**config.mk**
```make
export PLATFORM = sky130hd
export DESIGN_NAME = display_scan_ctrl
export DESIGN_NICKNAME = d
export VERILOG_FILES = /design/src/rtl/display_scan_ctrl_pkg.sv /design/src/rtl/display_scan_ctrl_scan_prescaler.sv /design/src/rtl/display_scan_ctrl.sv
export SDC_FILE = /design/constraint.sdc
export NUM_CORES = 1
export LEC_CHECK = 0
export CAP_MARGIN = 20
export CORE_UTILIZATION = 66
export CTS_BUF_LIST = sky130_fd_sc_hd__clkbuf_8
export CTS_CLUSTER_SIZE = 30
export DETAILED_ROUTE_END_ITERATION = 10
export DONT_BUFFER_PORTS = 1
export PLACE_DENSITY = 0.82
export SLEW_MARGIN = 30
export SYNTH_ARGS = -nofsm -noshare
export SYNTH_HDL_FRONTEND = slang
export SYNTH_HIERARCHICAL = 1
export SYNTH_SLANG_ARGS = --single-unit
```
**constraint.sdc**
```tcl
create_clock -name clk -period 6.35 [get_ports clk]
set_input_delay 1.27 -clock clk [delete_from_list [all_inputs] [get_ports clk]]
set_output_delay 1.27 -clock clk [all_outputs]
set_load 0.02 [all_outputs]
```
**src/rtl/display_scan_ctrl_pkg.sv**
```systemverilog
// Shared definitions for the display scan sequencer.
// Provides the digit count, the scan select width, default timing
// parameters, and the display-word layout used by both the shadow
// and the committed display registers.
package display_scan_ctrl_pkg;

  localparam int unsigned DIGITS           = 4;
  localparam int unsigned SCAN_W           = 2;
  localparam int unsigned DEF_SCAN_DIV     = 100000;
  localparam int unsigned DEF_BLANK_CYC    = 1000;
  localparam int unsigned DEF_BLINK_FRAMES = 64;

  // One complete set of display contents (28 bits).
  typedef struct packed {
    logic [15:0] hexs;   // four hex digits, [3:0] = digit 0
    logic [3:0]  point;  // decimal point per digit
    logic [3:0]  les;    // latch enable per digit
    logic [3:0]  blink;  // blink enable per digit
  } disp_word_t;

  localparam disp_word_t DISP_RESET = '{
    hexs:  16'h0000,
    point: 4'hF,
    les:   4'h0,
    blink: 4'h0
  };

endpackage

```
**src/rtl/display_scan_ctrl_scan_prescaler.sv**
```systemverilog
// Digit-slot prescaler for the display scan sequencer.
// Counts clk cycles within one digit slot and flags the last cycle of
// the slot and the blanking window at the start of the slot.
// Ports:
//   clk  in  system clock
//   rst  in  asynchronous active-high reset
//   tick out 1 on the last cycle of a slot (cnt == SCAN_DIV-1)
//   win  out 1 while cnt < BLANK_CYC
module scan_prescaler
  import display_scan_ctrl_pkg::*;
#(
  parameter int unsigned SCAN_DIV  = DEF_SCAN_DIV,
  parameter int unsigned BLANK_CYC = DEF_BLANK_CYC
) (
  input  logic clk,
  input  logic rst,
  output logic tick,
  output logic win
);

  localparam int unsigned     CNT_W     = $clog2(SCAN_DIV);
  localparam logic [CNT_W-1:0] CNT_LAST  = CNT_W'(SCAN_DIV - 1);
  localparam logic [CNT_W-1:0] CNT_BLANK = CNT_W'(BLANK_CYC);
  localparam logic             HAS_BLANK = (BLANK_CYC != 0);

  logic [CNT_W-1:0] cnt;

  always_ff @(posedge clk or posedge rst) begin
    if (rst) begin
      cnt <= '0;
    end else if (tick) begin
      cnt <= '0;
    end else begin
      cnt <= cnt + 1'b1;
    end
  end

  assign tick = (cnt == CNT_LAST);
  assign win  = HAS_BLANK & (cnt < CNT_BLANK);

endmodule

```
**src/rtl/display_scan_ctrl.sv**
```systemverilog
// Scan sequencer for the 4-digit 7-segment display mux.
// Steps the digit select once per slot, blanks the anodes at the start of
// every slot and for blinking digits, and double-buffers the display
// contents so a new word only takes effect at a frame boundary.
// Ports:
//   clk, rst     clock, asynchronous active-high reset
//   upd_valid    in  new display word offered
//   upd_ready    out shadow buffer free (transfer on valid & ready)
//   hexs_in, point_in, les_in, blink_in   in  offered display word
//   scan         out digit select
//   hexs_q, point_q, les_q                out committed display word
//   blank        out 1 = force all anodes off
//   frame_start  out 1-cycle pulse on the first cycle of each frame
module display_scan_ctrl
  import display_scan_ctrl_pkg::*;
#(
  parameter int unsigned SCAN_DIV     = DEF_SCAN_DIV,
  parameter int unsigned BLANK_CYC    = DEF_BLANK_CYC,
  parameter int unsigned BLINK_FRAMES = DEF_BLINK_FRAMES
) (
  input  logic              clk,
  input  logic              rst,
  input  logic              upd_valid,
  output logic              upd_ready,
  input  logic [15:0]       hexs_in,
  input  logic [3:0]        point_in,
  input  logic [3:0]        les_in,
  input  logic [3:0]        blink_in,
  output logic [SCAN_W-1:0] scan,
  output logic [15:0]       hexs_q,
  output logic [3:0]        point_q,
  output logic [3:0]        les_q,
  output logic              blank,
  output logic              frame_start
);

  localparam int unsigned    FC_W    = (BLINK_FRAMES > 1) ? $clog2(BLINK_FRAMES) : 1;
  localparam logic [FC_W-1:0] FC_LAST = FC_W'(BLINK_FRAMES - 1);

  logic        tick;
  logic        win;
  logic        frame_end;
  logic        xfer;
  logic        pending;
  logic        blink_phase;
  logic [FC_W-1:0] frame_cnt;
  disp_word_t  shadow;
  disp_word_t  disp_q;

  scan_prescaler #(
    .SCAN_DIV  (SCAN_DIV),
    .BLANK_CYC (BLANK_CYC)
  ) u_prescaler (
    .clk  (clk),
    .rst  (rst),
    .tick (tick),
    .win  (win)
  );

  assign frame_end = tick & (scan == SCAN_W'(DIGITS - 1));
  assign upd_ready = ~pending;
  assign xfer      = upd_valid & ~pending;

  always_ff @(posedge clk or posedge rst) begin
    if (rst) begin
      scan        <= '0;
      frame_start <= 1'b0;
      frame_cnt   <= '0;
      blink_phase <= 1'b0;
    end else begin
      frame_start <= frame_end;
      if (tick) begin
        scan <= scan + 1'b1;
      end
      if (frame_end) begin
        if (frame_cnt == FC_LAST) begin
          frame_cnt   <= '0;
          blink_phase <= ~blink_phase;
        end else begin
          frame_cnt <= frame_cnt + 1'b1;
        end
      end
    end
  end

  // Transfer needs pending=0 and commit needs pending=1, so the two never
  // coincide: a word accepted in a frame_end cycle waits for the next one.
  always_ff @(posedge clk or posedge rst) begin
    if (rst) begin
      shadow  <= '0;
      pending <= 1'b0;
      disp_q  <= DISP_RESET;
    end else if (xfer) begin
      shadow  <= '{hexs: hexs_in, point: point_in, les: les_in, blink: blink_in};
      pending <= 1'b1;
    end else if (frame_end && pending) begin
      disp_q  <= shadow;
      pending <= 1'b0;
    end
  end

  assign blank   = win | (blink_phase & disp_q.blink[scan]);
  assign hexs_q  = disp_q.hexs;
  assign point_q = disp_q.point;
  assign les_q   = disp_q.les;

endmodule

```
==> load_flow_metrics.sql <==
INSERT INTO impl_metrics (metric_group, metric, value, unit) VALUES
('status', 'status', 'finished, final reports clean', ''),
('sta', 'max_clock_freq', '0.3299', 'GHz'),
('global_routing', 'gr_usage_total', '0.2060', ''),
('route', 'routed_via_density', '5.831', ''),
('power', 'power.density', '266.9', 'nW/um^2'),
('place', 'port_buffers', '0', ''),
('clocking', 'worst_setup_hold_path_clk_slew', '80', 'ps'),
('clocking', 'cts-htree-levels', '3', ''),
('clocking', 'clock_insertion_delay_worst_skew', '340', 'ps'),
('clocking', 'postCtsHoldBufs', '0', ''),
('sta', 'timing.setup.tns', '0', 'ps'),
('finish', 'drive_above_1_share', '0.3451', ''),
('route', 'drt_first_pass_iters', '4', ''),
('floorplan', 'start_util', '0.6985', ''),
('place', 'hpwl_dp', '3602', 'um'),
('worst_setup_path', 'cpPeakStageDelay', '720', 'ps'),
('synthesis', 'postSynthAreaPerCell', '13.70', 'um^2'),
('global_routing', 'grt_overflow', '0', ''),
('global_routing', 'grt_start_max_net_pins', '68', ''),
('worst_setup_path', 'worst_path_max_delay_cell', 'nor4_4', ''),
('floorplan', 'fp.coreArea', '5238', 'um^2'),
('route', 'drt_iter0_drc', '161', ''),
('worst_setup_path', 'timing.critical_path.arrival', '3260', 'ps'),
('sta', 'setup_repair_after_global_routing_missed_its_margin', 'false', ''),
('finish', 'postLayoutCellArea', '3754', 'um^2'),
('synthesis', 'yosys_register_bits', '84', ''),
('worst_setup_path', 'crit_path_cell_trace', 'ha_1 > nand4_1 > nor4_4 > nand2_2 > clkinv_2 > nand2_2 > mux2_4', ''),
('worst_setup_path', 'timing.critical_path.buf_inv', '1', ''),
('sta', 'final.period_utilization', '0.4773', ''),
('global_routing', 'antenna_found_initial', '0', ''),
('worst_setup_path', 'cpLargestDelayFamily', 'simple AND/OR/NAND/NOR gates', ''),
('clocking', 'ctsRootBufferMaster', 'clkbuf_8', ''),
('finish', 'finalCoreUtilization', '0.7167', ''),
('sta', 'setup_viol', '0', ''),
('flow_run', 'maxCapViolations', '0', ''),
('sta', 'finalHoldViolCount', '0', ''),
('worst_setup_path', 'crit_required', '6580', 'ps'),
('clocking', 'clock_sinks', '84', ''),
('sta', 'clock_skew', '5.649', 'ps'),
('place', 'numPlacedInstances', '309', ''),
('finish', 'areaGrowthSynthToFinish', '2.599', '%'),
('worst_setup_path', 'cpMostUsedCell', 'nand2_2', ''),
('synthesis', 'netlist_area_before_placement', '3659', 'um^2'),
('worst_setup_path', 'reg2reg_setup_slack', '3320', 'ps'),
('clocking', 'post_cts_resized', '0', ''),
('route', 'final_antenna_net_count', '0', ''),
('clocking', 'cts_setup_buffers', '0', ''),
('floorplan', 'design.die.area', '5845', 'um^2'),
('global_routing', 'via_count_of_the_first_global_routing_pass', '1901', ''),
('floorplan', 'num_io_pins', '60', ''),
('worst_setup_path', 'type_of_destination_of_the_critical_path', 'flip-flop', ''),
('synthesis', 'async_reset_ff_frac', '1.000', ''),
('sta', 'period_minus_slack', '3031', 'ps'),
('synthesis', 'ys_seq_area_frac', '0.5759', ''),
('synthesis', 'dominantRegCellSynth', 'dfrtp_1', ''),
('worst_setup_path', 'element_type_at_the_critical_path_start', 'flip-flop', ''),
('global_routing', 'grt_first_pass_wirelength', '9135', 'um'),
('synthesis', 'yosysWarnings', '6', ''),
('route', 'remaining_design_rule_violation_count', '0', ''),
('worst_setup_path', 'crit_fanout', '29', ''),
('power', 'vdd.ir_drop.worst', '0.2152', 'mV'),
('finish', 'design.final.nets', '284', ''),
('finish', 'final_cell_count_without_fillers', '325', ''),
('synthesis', 'synth_edf_count', '0', ''),
('synthesis', 'synth.top_cell.area_share', '0.5472', ''),
('power', 'cellLeakagePower', '1.743', 'nW'),
('place', 'placed_area', '3532', 'um^2'),
('worst_setup_path', 'timing.setup.critical_path_class', 'flip-flop to flip-flop', ''),
('route', 'vias', '1895', ''),
('synthesis', 'net_count_after_synthesis', '301', ''),
('synthesis', 'synth.distinct_cells', '39', '');
placed cells by master, fill, tap and decap left out, types with 2 or more instances in the layout:
master	instances
dfrtp_1	80
nand2_2	2
nand2_1	15
nor3_1	5
nand3_1	6
ha_1	3
dfstp_2	4
nor2_1	9
o31ai_1	2
inv_1	2
nor4_1	2
and4_1	3
mux2_2	48
o21ai_0	4
mux2_4	9
nand4_1	6
buf_4	2
xnor2_1	12
xor2_1	6
clkbuf_8	13
clkinv_2	2
worst paths after layout:
kind	cells past startpoint	end	start
worst max-delay path	7	les_q[0]	u_prescaler/cnt[0]
worst min-delay path	1	blink_phase	blink_phase
worst max register to register	7	les_q[0]	u_prescaler/cnt[0]
worst min register to register	1	blink_phase	blink_phase
max in group asynchronous	2	blink_phase	rst
min in group asynchronous	1	u_prescaler/cnt[4]	rst
worst register-to-register path: cells and delay by family (launching register included):
family / cells / cell delay (ps)
fa+ha+maj: 1 / 240
buf+inv: 1 / 160
flops: 1 / 380
mux: 1 / 480
simple gates: 4 / 1660
layout make-up:
class                           instances  area (um^2)
Sequential cell                        84         2107
Multi-Input combinational cell        149         1306
Timing Repair Buffer                    2        15.01
Clock inverter                          3        42.54
Fill cell                             339         1484
Inverter                                4        16.27
Tap cell                               70        87.58
Clock buffer                           13        178.9
report_power, final:
| part | total [W] | leakage (nW) | switching (W) | internal [W] |
|---|---|---|---|---|
| logic | 0.0000320 | 0.546 | 0.0000146 | 0.0000175 |
| registers | 0.000569 | 1.09 | 0.0000109 | 0.000558 |
| clock network | 0.000401 | 0.112 | 0.000177 | 0.000224 |
logic make-up (layout without fill, tap and decap cells):
family,count (synthesis),after routing,synth area share
AOI/OAI and AO/OA,11,11,0.01949
xor gates and xnor gates,18,18,0.04309
adders and majority gates,3,3,0.01026
buffers and inverters,34,22,0.06771
DFF,84,84,0.5759
muxes,59,59,0.1936
and+or+nand+nor,58,58,0.08995
stage by stage:
stage / total power, W / hold WS (ps) / setup slack (ps)
final: 0.001002 / 470.2 / 3319
after global routing: 0.001039 / 479.4 / 3135
after CTS: 0.001014 / 474.5 / 3332
after detailed placement: 0.0006132 / 464.6 / 3335
after global placement: 0.0006102 / 463.2 / 3414
after floorplan: 0.0006040 / 442.3 / 3403
cell usage after synthesis, types with 2 or more instances:
| cell | number |
|---|---|
| ha_1 | 3 |
| mux2_2 | 48 |
| nand2_1 | 15 |
| nand4_1 | 6 |
| nand3_1 | 6 |
| dfstp_2 | 4 |
| buf_2 | 4 |
| xor2_1 | 6 |
| o31ai_1 | 2 |
| nor2_1 | 9 |
| inv_1 | 3 |
| xnor2_1 | 12 |
| nor4_1 | 2 |
| mux2_4 | 9 |
| nor2b_1 | 2 |
| o21ai_0 | 4 |
| dfrtp_1 | 80 |
| buf_4 | 24 |
| and4_1 | 3 |
| nor3_1 | 5 |
| nand2_2 | 2 |
layer usage:
metal,GRT usage,wire length [um]
met2,0.2937,2539
met4,0.1154,77
met3,0.06587,353
met5,0,0
met1,0.2799,2491
flip-flops by register name, summed over array words and instances, names as in the netlist:
register         flops
blink_phase          1
disp_q               4
frame_cnt            6
frame_start          1
hexs_q              16
les_q                4
pending              1
point_q              4
scan                 2
shadow              28
u_prescaler/cnt     17
Power figures use the tool's default switching activity.
